[config.mk]
export PLATFORM = sky130hd
export DESIGN_NAME = iob_reset_sequencer
export DESIGN_NICKNAME = d
export VERILOG_FILES = /design/src/rtl/iob_reset_sequencer_pkg.sv /design/src/rtl/iob_reset_sequencer_cnt.sv /design/src/rtl/iob_reset_sequencer.sv
export SDC_FILE = /design/constraint.sdc
export NUM_CORES = 1
export LEC_CHECK = 0
export ABC_AREA = 1
export CAP_MARGIN = 20
export CORE_AREA = 2 2 61 63
export CTS_CLUSTER_DIAMETER = 120
export CTS_CLUSTER_SIZE = 8
export DETAILED_ROUTE_END_ITERATION = 8
export DIE_AREA = 0 0 63 65
export PLACE_DENSITY = 0.79
export SETUP_SLACK_MARGIN = 0.15
export SLEW_MARGIN = 20
export SYNTH_ARGS = -nofsm -noshare
export SYNTH_HDL_FRONTEND = slang
export SYNTH_SLANG_ARGS = --single-unit
[constraint.sdc]
create_clock -name clk_i -period 3.5 [get_ports clk_i]
set_clock_uncertainty 0.15 [all_clocks]
set_input_delay 0.35 -clock clk_i [delete_from_list [all_inputs] [get_ports clk_i]]
set_output_delay 0.35 -clock clk_i [all_outputs]
set_load 0.005 [all_outputs]
[src/rtl/iob_reset_sequencer_pkg.sv]
// -----------------------------------------------------------------------------
// iob_reset_sequencer_pkg
// Shared types and helpers for the staged reset sequencer.
//   state_e         : sequencer FSM encoding (3 bits)
//   stg_width()     : width of the stage index / stage_o port
//   lowest_set_bit(): index of the lowest set bit of a 16-bit vector,
//                     returns MAX_STAGES when the vector is all zero
// -----------------------------------------------------------------------------
package iob_reset_sequencer_pkg;

  localparam int MAX_STAGES = 16;

  typedef enum logic [2:0] {
    IDLE       = 3'd0,
    START_WAIT = 3'd1,
    WAIT_READY = 3'd2,
    DELAY      = 3'd3,
    DONE       = 3'd4,
    ERROR      = 3'd5
  } state_e;

  function automatic int stg_width(input int n_stages);
    return $clog2(n_stages + 1);
  endfunction

  function automatic logic [4:0] lowest_set_bit(input logic [MAX_STAGES-1:0] v);
    logic [4:0] idx;
    idx = 5'(MAX_STAGES);
    // Scan downwards so the last hit is the lowest index.
    for (int j = MAX_STAGES - 1; j >= 0; j--) begin
      if (v[j]) idx = 5'(j);
    end
    return idx;
  endfunction

endpackage

[src/rtl/iob_reset_sequencer_cnt.sv]
// -----------------------------------------------------------------------------
// iob_reset_sequencer_cnt
// Saturating up-counter with a compare output. One instance serves the start
// delay, the per-stage guard delay and the ready-wait timeout; the caller
// selects the compare value.
//   clk_i   : clock
//   arst_i  : asynchronous active-high reset (count -> 0)
//   cke_i   : clock enable, 0 holds the count
//   clr_i   : synchronous clear (wins over en_i)
//   en_i    : count enable
//   cmp_i   : compare value
//   match_o : count equals cmp_i
// -----------------------------------------------------------------------------
module iob_reset_sequencer_cnt
  import iob_reset_sequencer_pkg::*;
#(
  parameter int CNT_W = 16
) (
  input  logic             clk_i,
  input  logic             arst_i,
  input  logic             cke_i,
  input  logic             clr_i,
  input  logic             en_i,
  input  logic [CNT_W-1:0] cmp_i,
  output logic             match_o
);

  logic [CNT_W-1:0] cnt_q;
  logic [CNT_W-1:0] cnt_d;

  always_comb begin
    cnt_d = cnt_q;
    if (clr_i) begin
      cnt_d = '0;
    end else if (en_i && (cnt_q != {CNT_W{1'b1}})) begin
      cnt_d = cnt_q + {{(CNT_W-1){1'b0}}, 1'b1};
    end
  end

  always_ff @(posedge clk_i or posedge arst_i) begin
    if (arst_i) begin
      cnt_q <= '0;
    end else if (cke_i) begin
      cnt_q <= cnt_d;
    end
  end

  assign match_o = (cnt_q == cmp_i);

endmodule

[src/rtl/iob_reset_sequencer.sv]
// -----------------------------------------------------------------------------
// iob_reset_sequencer
// Releases N_STAGES active-high resets strictly in order. Each stage waits for
// its ready qualifier, then a STAGE_DLY guard, before its reset drops. A
// released stage losing readiness pulls itself and every later stage back
// into reset and resumes sequencing from there. A ready wait longer than
// TIMEOUT parks the sequencer in ERROR until start_i or arst_i.
//   clk_i     : clock
//   arst_i    : asynchronous active-high reset
//   cke_i     : clock enable, 0 freezes all state and outputs
//   start_i   : (re)start the sequence, sampled every cycle
//   ready_i   : per-stage readiness qualifier (synchronous to clk_i)
//   rst_o     : per-stage reset, 1 = held in reset
//   busy_o    : START_WAIT / WAIT_READY / DELAY
//   done_o    : all stages released
//   timeout_o : ready wait exceeded TIMEOUT
//   stage_o   : stage currently being sequenced, N_STAGES when done
//
// state      | meaning
// -----------+-----------------------------------------------------------
// IDLE       | all resets held, waiting for start_i
// START_WAIT | initial START_DLY cycle delay
// WAIT_READY | waiting for ready_i[k], timeout counter running
// DELAY      | guard delay for stage k, release at the end
// DONE       | all stages released, watching for ready loss
// ERROR      | ready wait timed out, resets frozen
// -----------------------------------------------------------------------------
module iob_reset_sequencer
  import iob_reset_sequencer_pkg::*;
#(
  parameter  int N_STAGES  = 3,
  parameter  int CNT_W     = 16,
  parameter  int START_DLY = 5,
  parameter  int STAGE_DLY = 10,
  parameter  int TIMEOUT   = 65535,
  localparam int STG_W     = stg_width(N_STAGES)
) (
  input  logic                clk_i,
  input  logic                arst_i,
  input  logic                cke_i,
  input  logic                start_i,
  input  logic [N_STAGES-1:0] ready_i,
  output logic [N_STAGES-1:0] rst_o,
  output logic                busy_o,
  output logic                done_o,
  output logic                timeout_o,
  output logic [STG_W-1:0]    stage_o
);

  // Counter runs 0..N-1 for an N-cycle wait; a STAGE_DLY below 1 behaves as 1.
  localparam logic [CNT_W-1:0] START_CMP   = CNT_W'((START_DLY > 0) ? START_DLY - 1 : 0);
  localparam logic [CNT_W-1:0] STAGE_CMP   = CNT_W'((STAGE_DLY > 1) ? STAGE_DLY - 1 : 0);
  localparam logic [CNT_W-1:0] TIMEOUT_CMP = CNT_W'((TIMEOUT > 0) ? TIMEOUT - 1 : 0);
  localparam logic [STG_W-1:0] LAST_K      = STG_W'(N_STAGES - 1);
  localparam logic [STG_W-1:0] ALL_K       = STG_W'(N_STAGES);

  state_e              state_q, state_d;
  logic [STG_W-1:0]    k_q, k_d;
  logic [N_STAGES-1:0] rst_q, rst_d;
  logic                busy_q, busy_d;
  logic                done_q, done_d;
  logic                timeout_q, timeout_d;

  logic                cnt_clr;
  logic                cnt_en;
  logic [CNT_W-1:0]    cnt_cmp;
  logic                cnt_match;

  logic                cur_ready;
  logic [N_STAGES-1:0] loss_vec;
  logic [MAX_STAGES-1:0] loss16;
  logic [4:0]          loss_idx;
  logic                loss_any;

  iob_reset_sequencer_cnt #(
    .CNT_W (CNT_W)
  ) u_cnt (
    .clk_i   (clk_i),
    .arst_i  (arst_i),
    .cke_i   (cke_i),
    .clr_i   (cnt_clr),
    .en_i    (cnt_en),
    .cmp_i   (cnt_cmp),
    .match_o (cnt_match)
  );

  always_comb begin
    cnt_cmp = TIMEOUT_CMP;
    case (state_q)
      START_WAIT: cnt_cmp = START_CMP;
      DELAY:      cnt_cmp = STAGE_CMP;
      default:    cnt_cmp = TIMEOUT_CMP;
    endcase
  end

  // Ready qualifier of the stage being sequenced, and released stages that
  // lost readiness. Unreleased stages always have rst_q=1, so masking with
  // ~rst_q already restricts the check to j<k.
  always_comb begin
    cur_ready = 1'b0;
    for (int j = 0; j < N_STAGES; j++) begin
      if (k_q == STG_W'(j)) cur_ready = ready_i[j];
    end
    loss_vec = '0;
    if ((state_q == WAIT_READY) || (state_q == DELAY) || (state_q == DONE)) begin
      loss_vec = ~rst_q & ~ready_i;
    end
    loss16 = '0;
    for (int j = 0; j < N_STAGES; j++) begin
      loss16[j] = loss_vec[j];
    end
    loss_idx = lowest_set_bit(loss16);
    loss_any = |loss_vec;
  end

  always_comb begin
    state_d   = state_q;
    k_d       = k_q;
    rst_d     = rst_q;
    cnt_clr   = 1'b0;
    cnt_en    = 1'b0;

    if (start_i) begin
      rst_d   = '1;
      k_d     = '0;
      cnt_clr = 1'b1;
      if (START_DLY == 0) state_d = WAIT_READY;
      else                state_d = START_WAIT;
    end else if (loss_any) begin
      // Re-assert the lowest lost stage and everything above it.
      for (int j = 0; j < N_STAGES; j++) begin
        if (5'(j) >= loss_idx) rst_d[j] = 1'b1;
      end
      k_d     = STG_W'(loss_idx);
      cnt_clr = 1'b1;
      state_d = WAIT_READY;
    end else begin
      case (state_q)
        IDLE: begin
          state_d = IDLE;
        end
        START_WAIT: begin
          if (cnt_match) begin
            state_d = WAIT_READY;
            k_d     = '0;
            cnt_clr = 1'b1;
          end else begin
            cnt_en = 1'b1;
          end
        end
        WAIT_READY: begin
          if (cur_ready) begin
            state_d = DELAY;
            cnt_clr = 1'b1;
          end else if ((TIMEOUT != 0) && cnt_match) begin
            state_d = ERROR;
          end else begin
            cnt_en = 1'b1;
          end
        end
        DELAY: begin
          if (!cur_ready) begin
            state_d = WAIT_READY;
            cnt_clr = 1'b1;
          end else if (cnt_match) begin
            for (int j = 0; j < N_STAGES; j++) begin
              if (k_q == STG_W'(j)) rst_d[j] = 1'b0;
            end
            cnt_clr = 1'b1;
            if (k_q == LAST_K) begin
              state_d = DONE;
              k_d     = ALL_K;
            end else begin
              state_d = WAIT_READY;
              k_d     = k_q + STG_W'(1);
            end
          end else begin
            cnt_en = 1'b1;
          end
        end
        DONE:    state_d = DONE;
        ERROR:   state_d = ERROR;
        default: state_d = IDLE;
      endcase
    end

    busy_d    = (state_d == START_WAIT) || (state_d == WAIT_READY) || (state_d == DELAY);
    done_d    = (state_d == DONE);
    timeout_d = (state_d == ERROR);
  end

  always_ff @(posedge clk_i or posedge arst_i) begin
    if (arst_i) begin
      state_q   <= IDLE;
      k_q       <= '0;
      rst_q     <= '1;
      busy_q    <= 1'b0;
      done_q    <= 1'b0;
      timeout_q <= 1'b0;
    end else if (cke_i) begin
      state_q   <= state_d;
      k_q       <= k_d;
      rst_q     <= rst_d;
      busy_q    <= busy_d;
      done_q    <= done_d;
      timeout_q <= timeout_d;
    end
  end

  assign rst_o     = rst_q;
  assign busy_o    = busy_q;
  assign done_o    = done_q;
  assign timeout_o = timeout_q;
  assign stage_o   = k_q;

endmodule

==> metrics.cfg, run 1 <==
[final_layout]
fillers = 337
final_cell_mix = nand2_1, inv_1, nor2_1, dfrtp_1, nand3_1
fin_cells = 367
final_common_cell = nand2_1
layout-drive-gt1-share_pct = 7.210
final_nets = 333
antenna_cells = 0
area_growth_pct = 10.72

[global_routing]
track_usage_pct = 22.92
grt_pass1_wl_mm = 7.548
grt_use_met3_pct = 2.257
met2_usage_pct = 33.64
grt_use_met1_pct = 35.23
busiest_layer = met1
antenna_found_initial = 0
grt_max_degree = 28
grt_pass1_vias = 1689
gr-total-overflow = 0

[detailed_routing]
wl_mm = 4.292
via_count = 1939
drt_pass1_iterations = 4
ant_nets = 0
avgRoutedWirePerCell_um = 11.69
vias_per_cell = 5.283
drtIter0Drc = 142
drc = 0

[worst_hold_path]
min_path_type = input pin to asynchronous set/reset pin

[cts]
cts_tree = yes
clk_latency_ps = 340
clk_pin_slew_ps = 170
root_buffer = clkbuf_4
cts-hold-fix-buffers = 0
ctsResizeCount = 0
ctsHtreeMaxLevel = 1
cts_buffers = 3
cts_buffer_depth = 2
post_cts_buffers = 0
clock-sinks = 27

[logic_synthesis]
synthTopCellsByArea = dfrtp_1, nand2_1, inv_1, nor2_1, nand3_1
synth_warnings = 0
syn_inst = 304
synth_xor_area_share_pct = 1.765
yosysTopAreaCellShare_pct = 30.26
yosys.area_share.simple_pct = 40.48
yosys.area.top_type = dfrtp_1
yosysSeqAreaShare_pct = 34.24
syn_avg_cell_area_um2 = 6.528
synthAdderAreaFrac_pct = 3.783
synth.net_count = 317
synth_compound_area_share_pct = 10.84
synth-seq-cells = 27
synth_area_um2 = 1984
synth_cell_type_count = 30
synth_mux_area_share_pct = 0
synth_top_family_by_area = simple AND/OR/NAND/NOR gates

[critical_path]
worst-path-buf-inv = 1
slowest_stage = dfrtp_1
end_kind = flip-flop
path_class = flip-flop to flip-flop
max_stage_delay_ps = 540
path_max_fanout = 11
path_cells = nand2_1, nor2_4, nand2_1, nand2_1, nand2_1, nor2_4, nand2_4, nand2_1, nand2_1, nand2_1, nand2_1, nand2_2, nand2_2, nand2_2, inv_2, nand2_1, nand2_1
cp_top_family = simple AND/OR/NAND/NOR gates
crit_top_cell = nand2_1
startpoint_type = flip-flop
arrival_ps = 2560
crit_required_ps = 3610

[placement]
place_inst = 363
dpl.hpwl_mm = 3.282
port_buffers = 14
place.gp.congestion = 0.9446

[power_and_ir_drop]
pwr-share-seq_pct = 48.0
p_leak_nw = 1.115
p_sw_mw = 0.2745
total_power_mw = 0.7276
clkPwrFrac_pct = 21.3
power_per_cell_area_nw_per_um2 = 331.2
ir_drop_mv = 0.1913
combPwrFrac_pct = 30.7
intPower_mw = 0.4531
switching_share_pct = 37.73

[timing]
tightest_slew_ps = 576.6
rsz0062_at_grt = no
tns_ps = 0
relSlewSlack_pct = 61.51
max_freq_mhz = 408.7
maxSlewViolCount = 0
setup_viol = 0
finalCriticalPeriod_ps = 2447
fin_crit_sh_pct = 69.91
hold_viol_final = 0

[die]
initial_core_util_pct = 56.76
fp.dieW_um = 63
num_rows = 22
core_um2 = 3496
die-height_um = 65
dieArea_um2 = 4095
ios = 15

[run]
max-cap-violations = 0

[run_status]
status = finished clean

[cell families (layout without fill, tap and decap cells)]
logic type	Yosys count	in the layout
XOR/XNOR	4	4
buffers and inverters	45	60
AO/OA/AOI/OAI	39	39
flip-flops	27	27
adder cells (fa/ha/maj)	6	6
AND/OR/NAND/NOR	183	183
[cell usage after synthesis, drive strengths merged]
master    n
inv      42
clkbuf    2
a32o      1
or3       1
o31ai     1
nand3b    1
nor3b     1
nand3    22
nor4      2
buf       1
o21a      1
xor2      4
nor3      4
nand2   108
a21boi    1
o21bai    1
a21oi    15
dfstp     3
dfrtp    24
nor2     37
ha        6
nand4     7
o21ai    19
[layout make-up]
class / instances / area, um^2 / area share, %
repair buffers: 14 / 140.1 / 6.378
flip-flops and latches: 27 / 679.4 / 30.92
clock buffers: 3 / 22.52 / 1.025
clock inverters: 1 / 8.758 / 0.3986
multi-input cells: 232 / 1129 / 51.37
inverters: 42 / 157.7 / 7.175
well taps: 48 / 60.06 / 2.733
[path summary, 6_finish.rpt]
kind | from | to | slack [ps] | depth (start not counted)
setup / recovery | state_q[1] | u_cnt.cnt_q[7] | 1050 | 17
hold / removal | arst_i | timeout_o | 210 | 2
setup reg to reg | state_q[1] | u_cnt.cnt_q[7] | 1050 | 17
hold reg to reg | rst_o[0] | rst_o[0] | 340 | 2
max in group asynchronous | arst_i | rst_o[1] | 2620 | 2
min in group clk_i | rst_o[0] | rst_o[0] | 340 | 2
[flip-flops by register name (all words and copies together) (netlist names)]
signal,count
state_q,3
u_cnt.cnt_q,16
stage_o,2
busy_o,1
rst_o,3
timeout_o,1
done_o,1
[per-layer routing]
metal | part of all wire, % | up-vias
li1 | - | 996
met1 | 51 | 885
met2 | 43 | 51
met3 | 5.0 | 7
met4 | 1.6 | 0
met5 | 0 | -
[per-stage QoR]
| step | setup slack (ps) | util, % | hold slack (ps) | instance area, um^2 |
|---|---|---|---|---|
| after floorplan | 1517 | - | 250.5 | 1984 |
| after CTS | 1062 | 62.85 | 341.6 | 2197 |
| after global routing | 750.9 | 62.85 | 255.2 | 2197 |
| after detailed placement | 1076 | 61.95 | 319.9 | 2166 |
| after global placement | 1116 | 61.95 | 315.9 | 2166 |
| final | 1053 | 62.85 | 206.2 | 2197 |
[power groups by stage]
stage | Combinational (mW) | Clock [mW] | Sequential, mW
4_1_cts | 0.221 | 0.156 | 0.349
2_1_floorplan | 0.168 | 0 | 0.350
3_5_place_dp | 0.220 | 0 | 0.355
3_3_place_gp | 0.218 | 0 | 0.355
5_1_grt | 0.256 | 0.168 | 0.353
6_report | 0.223 | 0.155 | 0.350
Note: power is estimated with default switching activity, not from simulation.
==> run 2: changes to the inputs <==
--- a/config.mk
+++ b/config.mk
@@ -7,12 +7,12 @@
 export LEC_CHECK = 0
 export ABC_AREA = 1
 export CAP_MARGIN = 20
-export CORE_AREA = 2 2 61 63
+export CORE_AREA = 2 2 62 64
 export CTS_CLUSTER_DIAMETER = 120
 export CTS_CLUSTER_SIZE = 8
 export DETAILED_ROUTE_END_ITERATION = 8
-export DIE_AREA = 0 0 63 65
-export PLACE_DENSITY = 0.79
+export DIE_AREA = 0 0 64 66
+export PLACE_DENSITY = 0.77
 export SETUP_SLACK_MARGIN = 0.15
 export SLEW_MARGIN = 20
 export SYNTH_ARGS = -nofsm -noshare
==> constraint.sdc (replaced) <==
create_clock -name clk_i -period 2.32 [get_ports clk_i]
set_clock_uncertainty 0.15 [all_clocks]
set_input_delay 0.232 -clock clk_i [delete_from_list [all_inputs] [get_ports clk_i]]
set_output_delay 0.232 -clock clk_i [all_outputs]
set_load 0.005 [all_outputs]
==> run 2 against run 1 <==
Against the previous run: combinational power rose by 140%; sequential power rose by 51%; sequential share of layout area fell by 4.7 points; register-to-register slack got worse by 940 ps; non-clock buffer count rose by 28; first-iteration DRC count rose by 56%; total power rose by 78%; critical path type unchanged.
==> metrics.cfg, run 2 (same netlist as run 1, synthesis figures left out) <==
[placement]
place.gp.congestion = 0.9667  ; was 0.9446
dpl.hpwl_mm = 3.501  ; was 3.282 mm
placed_cell_area_um2 = 2268  ; was 2166 um^2
place_inst = 375  ; was 363
port_buffers = 14  ; unchanged

[final_layout]
layout-drive-gt1-share_pct = 26.72  ; was 7.210%
design_area_um2 = 2613  ; was 2197 um^2
fin_util_pct = 73.57  ; was 62.85%
fin_cells = 396  ; was 367
regMostFlops = u_cnt.cnt_q  ; unchanged
final_cell_mix = nand2_1, inv_1, nor2_1, buf_4, dfrtp_1  ; was nand2_1, inv_1, nor2_1, dfrtp_1, nand3_1
largest_reg_flops = 16  ; unchanged
area_growth_pct = 31.65  ; was 10.72%
antenna_cells = 0  ; unchanged
final_common_cell = nand2_1  ; unchanged
final_nets = 362  ; was 333

[worst_hold_path]
min_path_type = input pin to asynchronous set/reset pin  ; unchanged

[cts]
clock-sinks = 27  ; unchanged
cts_buffer_depth = 2  ; unchanged
cts_buffers = 3  ; unchanged
clk_pin_slew_ps = 160  ; was 170 ps
root_buffer = clkbuf_4  ; unchanged
clk_latency_ps = 350  ; was 340 ps
cts-hold-fix-buffers = 0  ; unchanged
cts_tree = yes  ; unchanged
ctsHtreeMaxLevel = 1  ; unchanged

[detailed_routing]
wl_mm = 5.409  ; was 4.292 mm
vias_per_cell = 5.495  ; was 5.283
drtIter0Drc = 222  ; was 142
avgRoutedWirePerCell_um = 13.66  ; was 11.69 um
via_count = 2176  ; was 1939
drc = 0  ; unchanged
drt_pass1_iterations = 5  ; was 4
ant_nets = 0  ; unchanged

[die]
initial_core_util_pct = 55.88  ; was 56.76%
core_um2 = 3551  ; was 3496 um^2
ios = 15  ; unchanged
dieArea_um2 = 4224  ; was 4095 um^2
fp.dieW_um = 64  ; was 63 um
die-height_um = 66  ; was 65 um
num_rows = 22  ; unchanged

[critical_path]
path_cells = inv_4, nand2_4, buf_4, nor2_1, nand2_1, nand2_4, nand2_4, nand2_2, nand2_1, nand2_1, nand2_1, nand2_2, nand2_4, buf_12, o21ai_1, a21oi_1  ; was nand2_1, nor2_4, nand2_1, nand2_1, nand2_1, nor2_4, nand2_4, nand2_1, nand2_1, nand2_1, nand2_1, nand2_2, nand2_2, nand2_2, inv_2, nand2_1, nand2_1
slowest_stage = dfrtp_2  ; was dfrtp_1
arrival_ps = 2300  ; was 2560 ps
max_stage_delay_ps = 510  ; was 540 ps
end_kind = flip-flop  ; unchanged
startpoint_type = flip-flop  ; unchanged
path_max_fanout = 10  ; was 11
worst-path-buf-inv = 3  ; was 1
cp_top_family = simple AND/OR/NAND/NOR gates  ; unchanged
path_class = flip-flop to flip-flop  ; unchanged
crit_required_ps = 2420  ; was 3610 ps

[global_routing]
grt_pass1_wl_mm = 8.121  ; was 7.548 mm
antenna_found_initial = 0  ; unchanged
grt_max_degree = 28  ; unchanged
grt_pass1_vias = 1837  ; was 1689
track_usage_pct = 24.66  ; was 22.92%
gr-total-overflow = 0  ; unchanged

[timing]
max_freq_mhz = 453.6  ; was 408.7 MHz
hold_viol_final = 0  ; unchanged
setup_viol = 0  ; unchanged
tightest_slew_ps = 433.9  ; was 576.6 ps
rsz0062_at_grt = yes  ; was no
fin_crit_sh_pct = 95.03  ; was 69.91%
finalCriticalPeriod_ps = 2205  ; was 2447 ps
maxSlewViolCount = 0  ; unchanged
relSlewSlack_pct = 70.81  ; was 61.51%

[power_and_ir_drop]
ir_drop_mv = 0.3241  ; was 0.1913 mV
power_per_cell_area_nw_per_um2 = 495.7  ; was 331.2 nW/um^2
p_leak_nw = 1.283  ; was 1.115 nW

[run_status]
status = finished clean  ; unchanged

[run]
max-cap-violations = 0  ; unchanged

-- run 2: routing by layer --
layer / up-vias / track usage (%) / part of all wire, %
met1: 1003 / 35.36 / 45
li1: 1064 / - / -
met3: 11 / 3.578 / 6.6
met4: 0 / 8.696 / 2.0
met2: 98 / 37.89 / 46
met5: - / 0 / 0
-- run 2: worst paths after layout --
kind | start | end | slack, ps | cells past startpoint
worst max register to register | state_q[2] | u_cnt.cnt_q[2] | 120 | 16
max in group asynchronous | arst_i | rst_o[1] | 1640 | 3
min in group clk_i | rst_o[0] | rst_o[0] | 350 | 2
worst min register to register | rst_o[0] | rst_o[0] | 350 | 2
worst max-delay path | state_q[2] | u_cnt.cnt_q[2] | 120 | 16
worst min-delay path | arst_i | busy_o | 60 | 3
-- run 2: worst min-delay path, cell delays in order --
cell and delay [ps]:
clkdlybuf4s50_1 390, inv_1 50, buf_4 320
-- run 2: layout make-up --
class / instances / area, um^2
timing repair buffer: 42 / 377.9
sequential: 27 / 684.4
clock buffer: 4 / 26.28
fill: 266 / 938.4
multi-input combinational: 233 / 1301
inverter: 42 / 162.7
tap: 48 / 60.06
-- run 2: per-stage QoR --
step | setup TNS, ps | setup slack [ps] | hold slack (ps) | total power, mW
final | 0 | 115.2 | 63.96 | 1.295
after global routing | -0.4217 | -0.4217 | 114.1 | 1.365
after CTS | 0 | 141.1 | 98.58 | 1.157
after detailed placement | 0 | 69.24 | 316.3 | 0.9036
after global placement | 0 | 154.6 | 315.9 | 0.8986
after floorplan | 0 | 336.6 | 132.5 | 0.7813
-- run 2: where the power goes --
part	leakage [nW]	total [mW]	internal [mW]	switching [mW]
clock	0.0150	0.224	0.0678	0.156
combinational	0.914	0.544	0.228	0.316
sequential	0.354	0.527	0.496	0.0307
-- run 2: timing repair --
action	in CTS	in global routing
gates resized for setup	16	49
setup endpoints to repair	18	27
setup buffers	4	12
cloned	0	1
pin swaps	1	24
